**config.mk**
```make
export PLATFORM = sky130hd
export DESIGN_NAME = div_unit_flat
export DESIGN_NICKNAME = d
export VERILOG_FILES = /design/src/rtl/div_unit_if.sv /design/src/rtl/div_unit.sv /design/src/flat_wrapper.sv
export SDC_FILE = /design/constraint.sdc
export NUM_CORES = 1
export LEC_CHECK = 0
export ABC_AREA = 1
export CORE_MARGIN = 4
export CORE_UTILIZATION = 30
export CTS_CLUSTER_DIAMETER = 40
export DETAILED_ROUTE_END_ITERATION = 6
export PLACE_DENSITY_LB_ADDON = 0.12
export SYNTH_ARGS = -nofsm -noshare
export SYNTH_HDL_FRONTEND = slang
export SYNTH_SLANG_ARGS = --single-unit
```
**constraint.sdc**
```tcl
create_clock -name clk -period 7.4 [get_ports clk]
set_input_delay 0.74 -clock clk [delete_from_list [all_inputs] [get_ports clk]]
set_output_delay 0.74 -clock clk [all_outputs]
set_load 0.02 [all_outputs]
```
**src/rtl/div_unit_if.sv**
```systemverilog
// Request/response bundle between the EX stage and the divider.
// EX drives operands and start_i, the divider answers with result_o/ready_o.
interface div_unit_if #(
    parameter int DW = 32
);
    logic              signed_div_i;
    logic [DW-1:0]     opdata1_i;
    logic [DW-1:0]     opdata2_i;
    logic              start_i;
    logic              annul_i;
    logic [2*DW-1:0]   result_o;
    logic              ready_o;

    modport master (
        output signed_div_i, opdata1_i, opdata2_i, start_i, annul_i,
        input  result_o, ready_o
    );

    modport slave (
        input  signed_div_i, opdata1_i, opdata2_i, start_i, annul_i,
        output result_o, ready_o
    );
endinterface

```
**src/rtl/div_unit.sv**
```systemverilog
// Radix-2 restoring divider, DW steps per op (divide-by-zero answers in 1); result held
// with ready_o until start_i drops, annul_i aborts while iterating.
module div_unit #(
    parameter int DW = 32
) (
    input  logic       clk,
    input  logic       rst,
    div_unit_if.slave  div_if
);
    localparam int CW = $clog2(DW) + 1;

    typedef enum logic [1:0] {S_FREE, S_BYZERO, S_ON, S_END} state_t;

    state_t            r_state;
    state_t            w_state_nxt;
    logic [CW-1:0]     r_cnt,    w_cnt_nxt;
    logic [DW-1:0]     r_rem,    w_rem_nxt;
    logic [DW-1:0]     r_quo,    w_quo_nxt;
    logic [DW-1:0]     r_dv,     w_dv_nxt;
    logic              r_signed, w_signed_nxt;
    logic              r_sign1,  w_sign1_nxt;
    logic              r_sign2,  w_sign2_nxt;
    logic [2*DW-1:0]   r_result, w_result_nxt;
    logic              r_ready;

    logic [DW-1:0]     w_abs1, w_abs2;
    logic [DW:0]       w_rem_sh, w_rem_diff;
    logic              w_ge, w_last, w_accept;
    logic [DW-1:0]     w_rem_step, w_quo_step, w_rem_fix, w_quo_fix;

    assign w_abs1 = (div_if.signed_div_i && div_if.opdata1_i[DW-1]) ? -div_if.opdata1_i : div_if.opdata1_i;
    assign w_abs2 = (div_if.signed_div_i && div_if.opdata2_i[DW-1]) ? -div_if.opdata2_i : div_if.opdata2_i;
    assign w_accept = div_if.start_i && !div_if.annul_i;

    // One restoring step; the DW+1-bit difference's top bit is the borrow.
    assign w_rem_sh   = {r_rem, r_quo[DW-1]};
    assign w_rem_diff = w_rem_sh - {1'b0, r_dv};
    assign w_ge       = !w_rem_diff[DW];
    assign w_rem_step = w_ge ? w_rem_diff[DW-1:0] : w_rem_sh[DW-1:0];
    assign w_quo_step = {r_quo[DW-2:0], w_ge};
    assign w_last     = (r_cnt == CW'(DW - 1));
    assign w_quo_fix  = (r_signed && (r_sign1 ^ r_sign2)) ? -w_quo_step : w_quo_step;
    assign w_rem_fix  = (r_signed && r_sign1) ? -w_rem_step : w_rem_step;

    always_ff @(posedge clk or posedge rst) begin
        if (rst) r_state <= S_FREE;
        else     r_state <= w_state_nxt;
    end

    always_comb begin
        w_state_nxt = r_state;
        case (r_state)
            S_FREE:   if (w_accept) w_state_nxt = (div_if.opdata2_i == '0) ? S_BYZERO : S_ON;
            S_ON:     if (div_if.annul_i) w_state_nxt = S_FREE;
                      else if (w_last)    w_state_nxt = S_END;
            S_BYZERO: w_state_nxt = S_END;
            S_END:    if (!div_if.start_i) w_state_nxt = S_FREE;
            default:  w_state_nxt = S_FREE;
        endcase
    end

    always_comb begin
        w_cnt_nxt    = r_cnt;
        w_rem_nxt    = r_rem;
        w_quo_nxt    = r_quo;
        w_dv_nxt     = r_dv;
        w_signed_nxt = r_signed;
        w_sign1_nxt  = r_sign1;
        w_sign2_nxt  = r_sign2;
        w_result_nxt = r_result;
        case (r_state)
            S_FREE: begin
                if (w_accept) begin
                    w_signed_nxt = div_if.signed_div_i;
                    w_sign1_nxt  = div_if.opdata1_i[DW-1];
                    w_sign2_nxt  = div_if.opdata2_i[DW-1];
                    w_cnt_nxt    = '0;
                    w_rem_nxt    = '0;
                    w_quo_nxt    = w_abs1;
                    w_dv_nxt     = w_abs2;
                end
            end
            S_ON: begin
                if (!div_if.annul_i) begin
                    w_cnt_nxt = r_cnt + CW'(1);
                    w_rem_nxt = w_rem_step;
                    w_quo_nxt = w_quo_step;
                    if (w_last) w_result_nxt = {w_rem_fix, w_quo_fix};
                end
            end
            S_BYZERO: w_result_nxt = '0;
            S_END:    if (!div_if.start_i) w_result_nxt = '0;
            default:  w_result_nxt = '0;
        endcase
    end

    always_ff @(posedge clk or posedge rst) begin
        if (rst) begin
            r_cnt    <= '0;
            r_rem    <= '0;
            r_quo    <= '0;
            r_dv     <= '0;
            r_signed <= 1'b0;
            r_sign1  <= 1'b0;
            r_sign2  <= 1'b0;
            r_result <= '0;
            r_ready  <= 1'b0;
        end else begin
            r_cnt    <= w_cnt_nxt;
            r_rem    <= w_rem_nxt;
            r_quo    <= w_quo_nxt;
            r_dv     <= w_dv_nxt;
            r_signed <= w_signed_nxt;
            r_sign1  <= w_sign1_nxt;
            r_sign2  <= w_sign2_nxt;
            r_result <= w_result_nxt;
            r_ready  <= (w_state_nxt == S_END);
        end
    end

    assign div_if.result_o = r_result;
    assign div_if.ready_o  = r_ready;
endmodule

```
**src/flat_wrapper.sv**
```systemverilog
// flat-port wrapper written by rule: the top's interface ports become plain ports
module div_unit_flat 
#(
    parameter int DW = 32
)
  (clk, rst, div_if_signed_div_i, div_if_opdata1_i, div_if_opdata2_i, div_if_start_i, div_if_annul_i, div_if_result_o, div_if_ready_o);
  div_unit_if #(.DW(DW)) div_if_i ();
  input  logic clk;
  input  logic rst;
  input wire logic [$bits(div_if_i.signed_div_i)-1:0] div_if_signed_div_i;
  input wire logic [$bits(div_if_i.opdata1_i)-1:0] div_if_opdata1_i;
  input wire logic [$bits(div_if_i.opdata2_i)-1:0] div_if_opdata2_i;
  input wire logic [$bits(div_if_i.start_i)-1:0] div_if_start_i;
  input wire logic [$bits(div_if_i.annul_i)-1:0] div_if_annul_i;
  output wire logic [$bits(div_if_i.result_o)-1:0] div_if_result_o;
  output wire logic [$bits(div_if_i.ready_o)-1:0] div_if_ready_o;
  assign div_if_i.signed_div_i = div_if_signed_div_i;
  assign div_if_i.opdata1_i = div_if_opdata1_i;
  assign div_if_i.opdata2_i = div_if_opdata2_i;
  assign div_if_i.start_i = div_if_start_i;
  assign div_if_i.annul_i = div_if_annul_i;
  assign div_if_result_o = div_if_i.result_o;
  assign div_if_ready_o = div_if_i.ready_o;
  div_unit #(.DW(DW)) u_core (.clk(clk), .rst(rst), .div_if(div_if_i));
endmodule
```
=== Word level (Yosys, flattened, before mapping) ===
Cells that the tools add are included.

* Multiplexer cells: 24
* Equality and inequality tests: 9
* Reductions and logical operators: 14
* Bitwise gates (word level): 1
* Add/subtract/negate cells: 6

{| class="wikitable"
|+ Operator list
! cell !! count
|-
| 32-bit two-way mux || 9
|-
| 64-bit two-way mux || 3
|-
| 64-bit one-hot mux with 3 select lines || 1
|-
| 32-bit negation || 4
|-
| 32-bit one-hot mux with 2 select lines || 2
|-
| 33-bit by 32-bit subtractor with 33-bit output || 1
|-
| 32-bit logical NOT || 1
|-
| 6-bit two-way mux || 2
|-
| 6-bit one-hot mux with 2 select lines || 1
|-
| 2-bit two-way mux || 5
|-
| 2-bit one-hot mux with 4 select lines || 1
|-
| 6-bit by 1-bit adder with 6-bit output, second input constant || 1
|-
| 2-bit == test, second input constant || 3
|-
| 6-bit by 5-bit == test with 1-bit output, second input constant || 1
|-
| 1-bit logical AND || 5
|-
| 2-bit by 1-bit inequality test with 1-bit output, second input constant || 2
|-
| 2-bit inequality test, second input constant || 2
|-
| 4-bit AND reduction || 1
|-
| 3-bit AND reduction || 1
|-
| 3-bit nonzero test || 1
|-
| 2-bit by 1-bit == test with 1-bit output, second input constant || 1
|-
| 1-bit logical NOT || 2
|-
| 2-bit logical NOT || 1
|-
| 2-bit AND reduction || 1
|-
| 2 further kinds || 2
|}

* Input port bits: 69
* Word-level logic and storage cells: 64
* Register bits: 172
* Output and inout port bits: 65

=== Logic depth before layout (Yosys ltp) ===
* Depth after elaboration: 7
* Depth in mapped cells: 31
* Depth with buffers taken out: 29

=== Least setup slack after synthesis ===
Ideal clock, no wire load.

* Path type: flip-flop to flip-flop
* Start point: register u_core.r_quo[31]
* End point: register u_core.r_result[30] (netlist: u_core.div_if.result_o[30])
* Slack: 3,632 ps
* Buffers on the path: 2
* Library setup time: 126 ps
* Required time: 7,274 ps
* Stages on the path, launching flop included: 30
* Period minus slack after synthesis: 3,768 ps
* Arrival: 3,641 ps
* Path through: dfrtp_1 -> inv_1 -> ha_1 -> inv_1 -> fa_1 -> nand2_1 -> nand2_1 -> nand3_1 -> nand2_2 -> nand2_2 -> nand2_2 -> nand2_4 -> nand3_2 -> nand2_4 -> buf_12 -> buf_12 -> ha_1 -> inv_1 -> nor3_1 -> nand3_1 -> nor2_1 -> nand2_1 -> nor3_2 -> inv_1 -> nor4_2 -> nand4_1 -> o21ai_0 -> nand2_1 -> nand2_1 -> o21ai_0

* Word-level cells in the longest chain between the ends: 7

{| class="wikitable"
|+ Ends and longest elaborated chain
! element !! RTL line !! text
|-
| start, declared || div_unit.sv:18 || <nowiki>logic [DW-1:0] r_quo, w_quo_nxt;</nowiki>
|-
| start signal, assigned || div_unit.sv:111 || <nowiki>r_quo <= w_quo_nxt;</nowiki>
|-
| 33-bit by 32-bit subtractor with 33-bit output || div_unit.sv:37 || <nowiki>assign w_rem_diff = w_rem_sh - {1'b0, r_dv};</nowiki>
|-
| 1-bit logical NOT || div_unit.sv:38 || <nowiki>assign w_ge = !w_rem_diff[DW];</nowiki>
|-
| 32-bit negation || div_unit.sv:42 || <nowiki>assign w_quo_fix = (r_signed && (r_sign1 ^ r_sign2)) ? -w_quo_step : w_quo_step;</nowiki>
|-
| 32-bit two-way mux || div_unit.sv:42 ||
|-
| 64-bit two-way mux || div_unit.sv:88 || <nowiki>if (w_last) w_result_nxt = {w_rem_fix, w_quo_fix};</nowiki>
|-
| 64-bit two-way mux || div_unit.sv:84 || <nowiki>if (!div_if.annul_i) begin</nowiki>
|-
| 64-bit one-hot mux with 3 select lines || div_unit.sv:71 || <nowiki>case (r_state)</nowiki>
|-
| end signal, assigned || div_unit.sv:116 || <nowiki>r_result <= w_result_nxt;</nowiki>
|-
| end, declared || div_unit.sv:23 || <nowiki>logic [2*DW-1:0] r_result, w_result_nxt;</nowiki>
|}

Every way passes these cells. The select of a mux whose other input is x is not followed.
A chain may end at the register's enable or synchronous reset.

=== Worst setup path after layout ===
Ends and elaborated chain as after synthesis.

==> impl_metrics.env <==
export IMPL_coreArea_mm2=0.0441
export IMPL_p_seq_frac=0.197
export IMPL_async_reset_ff_frac=1.00
export IMPL_worstSetupPathDepth=27
export IMPL_tightest_slew_ns=0.955
export IMPL_die_area_mm2=0.0479
export IMPL_endpoint_kind="flop"
export IMPL_ir_worst_vdd_uv=193
export IMPL_cap_violations=0
export IMPL_vias=13561
export IMPL_routed_wirelength_um=48000
export IMPL_gr_total_overflow=0
export IMPL_dieHeight_um=219
export IMPL_cts_root_buffer="clkbuf_16"
export IMPL_dp_cells=2767
export IMPL_arrival_ns=5.05
export IMPL_synth_area_mm2=0.0133
export IMPL_pre_cts_ws_ns=2.73
export IMPL_fin_skew_ns=0.0169
export IMPL_synthCells=2093
export IMPL_fp_row_count=77
export IMPL_port_buffer_count=133
export IMPL_wl_per_cell_um=17.2
export IMPL_critPathKind="reg2reg"
export IMPL_antenna_found_initial=0
export IMPL_routed_via_density=4.84
export IMPL_ys_seq_elements=172
export IMPL_ys_flop_type="dfrtp_1"
export IMPL_setup_tns_ns=0
export IMPL_rr_worst_depth=27
export IMPL_cp_num_buf_inv=4
export IMPL_synth_top_family_by_area="simple AND/OR/NAND/NOR gates"
export IMPL_cts_hold_buffers=0
export IMPL_grt_max_degree=72
export IMPL_grtUsageTotal=0.202
export IMPL_grt_pass1_vias=13201
export IMPL_postSynthAreaPerCell_um2=6.37
export IMPL_cts_max_level=4
export IMPL_cp_common_cell="nand2_1"
export IMPL_drive_gt1_frac=0.0521
export IMPL_critical_path_max_stage_delay_ns=0.49
export IMPL_drt_iter0_drc=976
export IMPL_status="finished, final reports clean"
export IMPL_firstDrtPassIters=6
export IMPL_cts_setup_buffers=0
export IMPL_r2r_start="u_core.r_quo[31]"
export IMPL_ys_warn_count=0
export IMPL_utilization=0.357
export IMPL_critPathCapture="u_core.div_if.result_o[30]"
export IMPL_die_x_um=219
export IMPL_synth_simple_gate_area_frac=0.353
export IMPL_worst_path_max_fanout=41
export IMPL_synth_edf_count=0
export IMPL_crit_start="u_core.r_quo[31]"
export IMPL_r2r_end="u_core.div_if.result_o[30]"
export IMPL_clk_path_buf_depth=2
export IMPL_instances_no_fill=2799
export IMPL_synthMuxAreaShare=0
export IMPL_power_switching_mw=4.06
export IMPL_start_util=0.302
export IMPL_cts_buffers=17
export IMPL_rrSetupSlack_ns=2.69
export IMPL_tritoncts="yes"
export IMPL_synth_adder_area_share=0.0362
export IMPL_synth_compound_area_share=0.144
export IMPL_cts_resized_gates=0
export IMPL_yosys_cell_types_count=52
export IMPL_worst_path_dominant_cell_family="simple AND/OR/NAND/NOR gates"
export IMPL_cp_required_ns=7.75
export IMPL_path_clk_slew_ns=0.08
export IMPL_comb_power_share=0.673
export IMPL_ant_nets=0
export IMPL_final_max_slew_viol_count=0
export IMPL_remaining_drc_errors=0
export IMPL_io_pins=134
export IMPL_cellLeakagePower_nw=7.96
export IMPL_fin_crit_ns=4.71
export IMPL_p_per_area_mw_per_mm2=454
export IMPL_synth_nets=2200
export IMPL_setup_viol=0
export IMPL_grt_pass1_wl_um=75200
export IMPL_clkLatencyLatePin_ns=0.47
export IMPL_hold_violations=0
export IMPL_nets=2301
export IMPL_slowest_stage="nand2_4"
export IMPL_min_period_over_period=0.636
export IMPL_fmax_ghz=0.212
export IMPL_globalplace_congestion=0.880
export IMPL_n_antenna_cell=0
export IMPL_rsz0062_at_grt="no"
export IMPL_yosysSeqAreaShare=0.323
export IMPL_area_growth_pct=18.2
export IMPL_dp_hpwl_um=37400
export IMPL_pwr_share_clk=0.130
export IMPL_cts_sinks=172
export IMPL_internal_power_mw=3.10
export IMPL_setup_slack_ns=2.69
export IMPL_hp_class="reg2reg"
export IMPL_netSwitchingFraction=0.567
export IMPL_worstSetupStartpointType="flop"
export IMPL_synth_xor_area_frac=0.0322
export IMPL_slew_headroom=0.364
==> cell type report <==
type	count	area, um^2
clock buffer	18	429
clock inverter	14	148
fill	4904	28400
inverter	313	1180
multi-input combinational	1547	7560
sequential	172	4300
tap	592	741
timing repair buffer	143	1410
==> layout by cell type, fill, tap and decap left out, types with 9 or more instances in the layout <==
cell | synthesis | layout
nand2_2 | 26 | 26
o21ai_1 | 19 | 19
clkdlybuf4s50_1 | 0 | 133
buf_4 | 2 | 10
clkbuf_16 | 0 | 17
nand3b_1 | 9 | 9
nor3_1 | 22 | 22
o21ai_0 | 169 | 169
inv_1 | 299 | 297
nor2_1 | 187 | 183
nand2_1 | 693 | 693
a21oi_1 | 75 | 74
o22ai_1 | 30 | 30
o211ai_1 | 20 | 20
dfrtp_1 | 172 | 172
nand4_1 | 16 | 16
nand3_1 | 126 | 126
inv_2 | 11 | 12
xor2_1 | 41 | 41
ha_1 | 37 | 37
==> routing by layer <==
| layer | part of all wire | vias to the layer above | track usage | wire [um] |
|---|---|---|---|---|
| li1 | - | 6862 | - | - |
| met1 | 0.47 | 6335 | 0.271 | 22400 |
| met2 | 0.48 | 311 | 0.342 | 22900 |
| met3 | 0.036 | 53 | 0.0249 | 1730 |
| met4 | 0.022 | 0 | 0.0584 | 1050 |
| met5 | 0 | - | 0 | 0 |
==> state kept, by name (all words and copies together), names as in the netlist <==
signal,count
u_core.div_if.result_o,64
u_core.r_dv,32
u_core.r_quo,32
u_core.r_rem,32
u_core.r_cnt,6
u_core.r_state,2
u_core.div_if.ready_o,1
u_core.r_sign1,1
u_core.r_sign2,1
u_core.r_signed,1
==> how the worst min path moves through the flow <==
| stage | from | end | slack, ns | cells past startpoint |
|---|---|---|---|---|
| 4_1_cts | u_core.r_dv[4] | u_core.r_dv[4] | 0.49 | 2 |
| 3_3_place_gp | u_core.div_if.result_o[18] | u_core.div_if.result_o[18] | 0.47 | 1 |
| 3_5_place_dp | u_core.div_if.result_o[18] | u_core.div_if.result_o[18] | 0.47 | 1 |
| 6_report | u_core.r_dv[5] | u_core.r_dv[5] | 0.49 | 2 |
| 5_1_grt | u_core.r_dv[0] | u_core.r_dv[0] | 0.51 | 2 |
| 2_1_floorplan | u_core.r_dv[10] | u_core.r_dv[10] | 0.45 | 2 |
==> power groups by stage <==
| stage | sequential [mW] | clock (mW) | combinational (mW) |
|---|---|---|---|
| after floorplan | 1.35 | 0 | 3.64 |
| after global placement | 1.42 | 0 | 4.81 |
| after detailed placement | 1.42 | 0 | 4.82 |
| after CTS | 1.41 | 0.958 | 4.84 |
| after global routing | 1.44 | 0.993 | 5.53 |
| final | 1.41 | 0.933 | 4.82 |
==> kinds of logic (layout without fill, tap and decap cells) <==
logic type / after synthesis / count (layout)
flip-flops: 172 / 172
adder cells (fa/ha/maj): 38 / 38
AND/OR/NAND/NOR: 1114 / 1114
AO/OA/AOI/OAI: 346 / 346
buffers and inverters: 374 / 488
XOR/XNOR: 49 / 49
==> stage by stage <==
step	hold slack, ns	power (mW)	cell area [um^2]
6_report	0.486	7.16	15800
5_1_grt	0.509	7.96	15800
4_1_cts	0.491	7.21	15800
3_5_place_dp	0.473	6.25	15200
3_3_place_gp	0.467	6.23	15200
2_1_floorplan	0.453	4.98	13300
==> Yosys cell counts, types with 9 or more instances <==
cell type	count	share of area
nor2_1	187	0.053
nand3_1	126	0.047
o22ai_1	30	0.014
o21ai_0	169	0.063
o21ai_1	19	0.0071
nand4_1	16	0.0075
inv_2	11	0.0031
a21oi_1	75	0.028
inv_1	299	0.084
nand2_1	693	0.19
clkbuf_1	43	0.012
ha_1	37	0.035
o211ai_1	20	0.011
dfrtp_1	172	0.32
xor2_1	41	0.027
nor3_1	22	0.0083
nand2_2	26	0.012
nand3b_1	9	0.0051
==> worst reg2reg max path, stage by stage, from the launching register on <==
cell and delay (ns):
dfrtp_1 0.36, inv_1 0.09, ha_1 0.14, inv_1 0.07, fa_1 0.41, nand2_1 0.08
nand2_1 0.08, nand3_1 0.11, nand2_2 0.11, nand2_2 0.09, nand2_2 0.07, nand2_4 0.10
nand3_2 0.25, nand2_4 0.49, ha_1 0.25, inv_1 0.05, nor3_1 0.19, nand3_1 0.15
nor2_1 0.11, nand2_1 0.10, nor3_2 0.18, inv_1 0.12, nor4_2 0.33, nand4_1 0.21
o21ai_0 0.26, nand2_1 0.08, nand2_1 0.06, o21ai_0 0.08
Power figures use the tool's default switching activity.
